==> config.mk <==
export PLATFORM = sky130hd
export DESIGN_NAME = regfile_np
export DESIGN_NICKNAME = d
export VERILOG_FILES = /design/src/rtl/regfile_np.sv
export SDC_FILE = /design/constraint.sdc
export NUM_CORES = 2
export LEC_CHECK = 0
export CAP_MARGIN = 40
export CELL_PAD_IN_SITES_DETAIL_PLACEMENT = 0
export CELL_PAD_IN_SITES_GLOBAL_PLACEMENT = 2
export CORE_UTILIZATION = 33
export DETAILED_ROUTE_END_ITERATION = 16
export PLACE_DENSITY = 0.56
export SLEW_MARGIN = 20
export SYNTH_ARGS = -nofsm -noshare
export SYNTH_HDL_FRONTEND = slang
export SYNTH_SLANG_ARGS = --single-unit
==> constraint.sdc <==
create_clock -name clk -period 6.7 [get_ports clk]
set_input_delay 1.675 -clock clk [delete_from_list [all_inputs] [get_ports clk]]
set_output_delay 1.675 -clock clk [all_outputs]
set_load 0.01 [all_outputs]
==> src/rtl/regfile_np.sv <==
// regfile_np -- parametrised multi-read-port register file.
//
// It has one write port with byte enables and N_RD independent read ports.
// Each read port returns its data one cycle after the address is presented.
// A hardware sweep zeroes the whole array after reset and after each
// clear_req. The storage array itself has no reset.
//
// Ports:
//   clk        rising-edge clock
//   rst_n      asynchronous active-low reset
//   rd_en      [N_RD]          per-port read enable
//   rd_addr    [N_RD*ADDR_W]   packed read addresses, port i at [i*ADDR_W +: ADDR_W]
//   rd_data    [N_RD*DATA_W]   packed registered read data, port i at [i*DATA_W +: DATA_W]
//   we         write enable
//   wr_addr    [ADDR_W]        write address
//   wr_data    [DATA_W]        write data
//   wr_be      [DATA_W/8]      byte enables, bit k enables byte k
//   clear_req  one-cycle pulse that requests a full clear sweep
//   ready      high when the array is valid and accepting writes
module regfile_np #(
  parameter int DATA_W   = 32,
  parameter int ADDR_W   = 5,
  parameter int N_RD     = 2,
  parameter int ZERO_REG = 1,
  parameter int BYPASS   = 1
) (
  input  logic                     clk,
  input  logic                     rst_n,
  input  logic [N_RD-1:0]          rd_en,
  input  logic [N_RD*ADDR_W-1:0]   rd_addr,
  output logic [N_RD*DATA_W-1:0]   rd_data,
  input  logic                     we,
  input  logic [ADDR_W-1:0]        wr_addr,
  input  logic [DATA_W-1:0]        wr_data,
  input  logic [DATA_W/8-1:0]      wr_be,
  input  logic                     clear_req,
  output logic                     ready
);

  localparam int DEPTH = 2 ** ADDR_W;
  localparam int NB    = DATA_W / 8;

  typedef enum logic {CLEAR, RUN} state_t;

  state_t                   state_q, state_d;
  logic [ADDR_W-1:0]        clr_ptr_q, clr_ptr_d;
  logic [N_RD*DATA_W-1:0]   rd_data_q, rd_data_d;

  logic [DATA_W-1:0]        mem [DEPTH];

  logic                     wr_fire;
  logic [DATA_W-1:0]        wr_old;
  logic [DATA_W-1:0]        wr_merged;
  logic [ADDR_W-1:0]        ra;
  logic [DATA_W-1:0]        rv;

  assign ready   = (state_q == RUN);
  assign rd_data = rd_data_q;

  // A write commits only in RUN. It is dropped when clear_req is high in the
  // same cycle, and a write to entry 0 is dropped when ZERO_REG is set.
  assign wr_fire = (state_q == RUN) && we && !clear_req &&
                   !((ZERO_REG != 0) && (wr_addr == '0));

  // This is the post-write word. The array stores it, and a bypassed read
  // returns the same word.
  always_comb begin
    wr_old    = mem[wr_addr];
    wr_merged = wr_old;
    for (int unsigned k = 0; k < NB; k++) begin
      if (wr_be[k]) wr_merged[k*8 +: 8] = wr_data[k*8 +: 8];
    end
  end

  // State machine and clear pointer.
  always_comb begin
    state_d   = state_q;
    clr_ptr_d = clr_ptr_q;
    case (state_q)
      CLEAR: begin
        // The pointer wraps to 0 on the last entry, so the next sweep
        // starts at entry 0.
        clr_ptr_d = clr_ptr_q + 1'b1;
        if (clr_ptr_q == ADDR_W'(DEPTH - 1)) state_d = RUN;
      end
      RUN: begin
        if (clear_req) begin
          state_d   = CLEAR;
          clr_ptr_d = '0;
        end
      end
      default: begin
        state_d   = CLEAR;
        clr_ptr_d = '0;
      end
    endcase
  end

  // Read ports. Zero-register masking is applied after bypass, so entry 0
  // still reads 0 even if a write to it is in flight.
  always_comb begin
    rd_data_d = rd_data_q;
    ra        = '0;
    rv        = '0;
    if (state_q == CLEAR) begin
      rd_data_d = '0;
    end else begin
      for (int unsigned i = 0; i < N_RD; i++) begin
        if (rd_en[i]) begin
          ra = rd_addr[i*ADDR_W +: ADDR_W];
          rv = mem[ra];
          if ((BYPASS != 0) && wr_fire && (wr_addr == ra)) rv = wr_merged;
          if ((ZERO_REG != 0) && (ra == '0)) rv = '0;
          rd_data_d[i*DATA_W +: DATA_W] = rv;
        end
      end
    end
  end

  always_ff @(posedge clk or negedge rst_n) begin
    if (!rst_n) begin
      state_q   <= CLEAR;
      clr_ptr_q <= '0;
      rd_data_q <= '0;
    end else begin
      state_q   <= state_d;
      clr_ptr_q <= clr_ptr_d;
      rd_data_q <= rd_data_d;
    end
  end

  // The storage array has no reset. The clear sweep initialises it.
  always_ff @(posedge clk) begin
    if (state_q == CLEAR) begin
      mem[clr_ptr_q] <= '0;
    end else if (wr_fire) begin
      mem[wr_addr] <= wr_merged;
    end
  end

endmodule

==> metrics <==
outcome=finished clean; maximum vdd ir drop=0.000270 V; DRT iter0 DRCs=4862; dpl ws=1.33 ns; Net Count, Synth=3439; Ys Warns=0; Final setup viols=0; Comb power frac=20.1%; Leak Pwr=0.0229 uW; async set-reset flop share out of synthesis=6.40%; DRT Pass-1 Iters=8; Fin. Hold Viols=0; core area=176000 um2; Worst-path clk slew=0.06 ns; #FFs+latches synth=1094; fin cells=5995; Site Rows=154; sequential element share of the synthesized area=55.3%; type of origin of the critical path=input pin; Max-slew headroom=36.2%; area share of the largest cell type after synthesis=52.3%; Ports=122; hold path depth=2; Top FF cell, synth=edfxtp_1; EDFF count, synth=1024; starting density of the core=33.3%; placed insts=5740; reg2reg path depth=7; # DRC=0; synth unique cells=68; clk_skew=0.0280 ns; Finished Cell Area=68600 um2; Min Clock Period, post-route=4.58 ns; root buf cell=clkbuf_16; Sw Ratio=30.4%; Clk pwr share=36.1%; maximum fanout along the worst path=75; CTS tree=built; max-slew violations=0; Worst Path Required=7.29 ns; commonest cells in the netlist=edfxtp_1, mux4_2, mux2i_1; crit path launch=wr_addr[0]; Area growth, synth to finish=16.6%; f_max=0.218 GHz; Min-Delay Path Class=flop to flop; mapped cell area=58800 um2; Die Y=424 um; first-pass GRT wire length=345000 um; CTS Buf Count=135; count of buffers from port buffering=121; unrepaired setup endpoints after global routing=false; Worst-Margin Slew=0.955 ns; Worst EP arrival=5.17 ns; Area after DPL=64100 um2; internal power=13900 uW; Layout Nets=3602; Final Total Pwr=20000 uW; Sw Pwr=6080 uW; vias in the first global route=40200; Clock Sinks=1094; Resized cells post-CTS=0; CTS Buffer Depth=3; power density over the cells=292 nW/um2; setup ws final=2.12 ns; layout cells sized above 1=34.0%; CP Class=input pin to flop; Post-CTS Setup Inserts=0; Crit Reg-Reg Startpoint=ready; final WL=252000 um; count leader, synth=edfxtp_1; Post-DP HPWL=156000 um; CP Capture Type=flop; H-tree Lvls=4; top cells by area, synth=edfxtp_1, mux4_2, mux2i_1; vias post-DR=39400; hold_buf cts=0; GR Overflow Total=0; antenna-violating nets left=0; Setup TNS=0 ns; hold path startpoint=rd_data[17]; die width=424 um; DR vias/cell=6.57; Synth Instances=3380; max-cap violations=0; initial antenna violation count=3; crit share post-route=68.4%; Routed WL per cell=42.1 um; die footprint=180000 um2; gpl congestion=0.847; GRT Total Usage=27.9%; Reg power frac=43.8%; Mapped Avg Cell Area=17.4 um2; clock latency on the worst-skew pair=0.80 ns; largest area contributor in the synthesized netlist=edfxtp_1; largest net degree at the start of global routing=85
## final timing paths
check                                    to  slack (ns)
worst max-delay path            mem[17][29]        2.12
worst min-delay path            rd_data[17]        0.49
worst max register to register   mem[6][16]        2.73
worst min register to register  rd_data[17]        0.49
max in group asynchronous       rd_data[21]        4.56
min in group asynchronous       rd_data[23]        0.80
## cell type report
type | count | area [um2]
Clock buffer | 171 | 3610
Fill cell | 16200 | 108000
Sequential cell | 1094 | 32500
Antenna cell | 1 | 2.50
Clock inverter | 77 | 702
Timing Repair Buffer | 338 | 3540
Multi-Input combinational cell | 1966 | 25200
Tap cell | 2340 | 2930
Inverter | 8 | 30.0
## cell usage in the layout, fill, tap and decap left out, drive strengths merged, types with 8 or more instances in the layout
| master | count |
|---|---|
| a211o | 15 |
| a211oi | 42 |
| a21oi | 67 |
| a221o | 16 |
| a221oi | 10 |
| a22o | 9 |
| a22oi | 74 |
| a31oi | 11 |
| a32oi | 33 |
| and2 | 20 |
| buf | 236 |
| bufinv | 8 |
| clkbuf | 171 |
| clkdlybuf4s50 | 102 |
| clkinv | 61 |
| dfrtp | 70 |
| edfxtp | 1024 |
| inv | 14 |
| mux2 | 43 |
| mux2i | 268 |
| mux4 | 692 |
| nand2 | 118 |
| nand3 | 32 |
| nor2 | 115 |
| nor2b | 29 |
| nor3 | 25 |
| nor4 | 12 |
| o211ai | 20 |
| o21ai | 40 |
| o221ai | 48 |
| o22ai | 110 |
| o31ai | 20 |
| or3 | 13 |
| xor2 | 9 |
## power by group through the flow
stage / Combinational [uW] / Sequential (uW) / Clock [uW]
floorplan: 2100 / 8690 / 0
global placement: 3930 / 8830 / 0
detailed placement: 4000 / 8860 / 0
CTS: 4010 / 8730 / 7340
global route: 4140 / 8800 / 7580
finish: 4020 / 8740 / 7220
## per-stage QoR
| step | hold slack (ns) | util [%] |
|---|---|---|
| 2_1_floorplan | 0.494 | - |
| 5_1_grt | 0.523 | 38.8 |
| 3_3_place_gp | 0.480 | 36.0 |
| 6_report | 0.492 | 38.8 |
| 4_1_cts | 0.497 | 38.8 |
| 3_5_place_dp | 0.481 | 36.3 |
## routing by layer
metal	part of all wire, %	track usage [%]	routed length [um]
met1	40	37.1	100000
met2	47	44.6	119000
met3	8.7	5.88	21900
met4	4.2	11.0	10600
met5	0	0	0
## registers in the layout (all words and copies together) (netlist names)
register,count
mem,1024
ready,1
rd_data,64
clr_ptr_q,5
## cells by family after synthesis
logic type,share of synthesized area [%]
mux,31.9
buf+inv,2.63
compound gates,6.83
xor+xnor,0.179
fa+ha+maj,0.0425
simple gates,3.16
flops,55.3
## worst max-delay path, cell delays in order
cell,delay (ns)
buf_8,0.61
buf_12,0.56
mux4_2,0.35
o22ai_1,0.09
or4_1,0.57
nor2_1,0.11
a21oi_1,0.08
nor2_1,0.46
buf_4,0.36
Note: power is estimated with default switching activity, not from simulation.
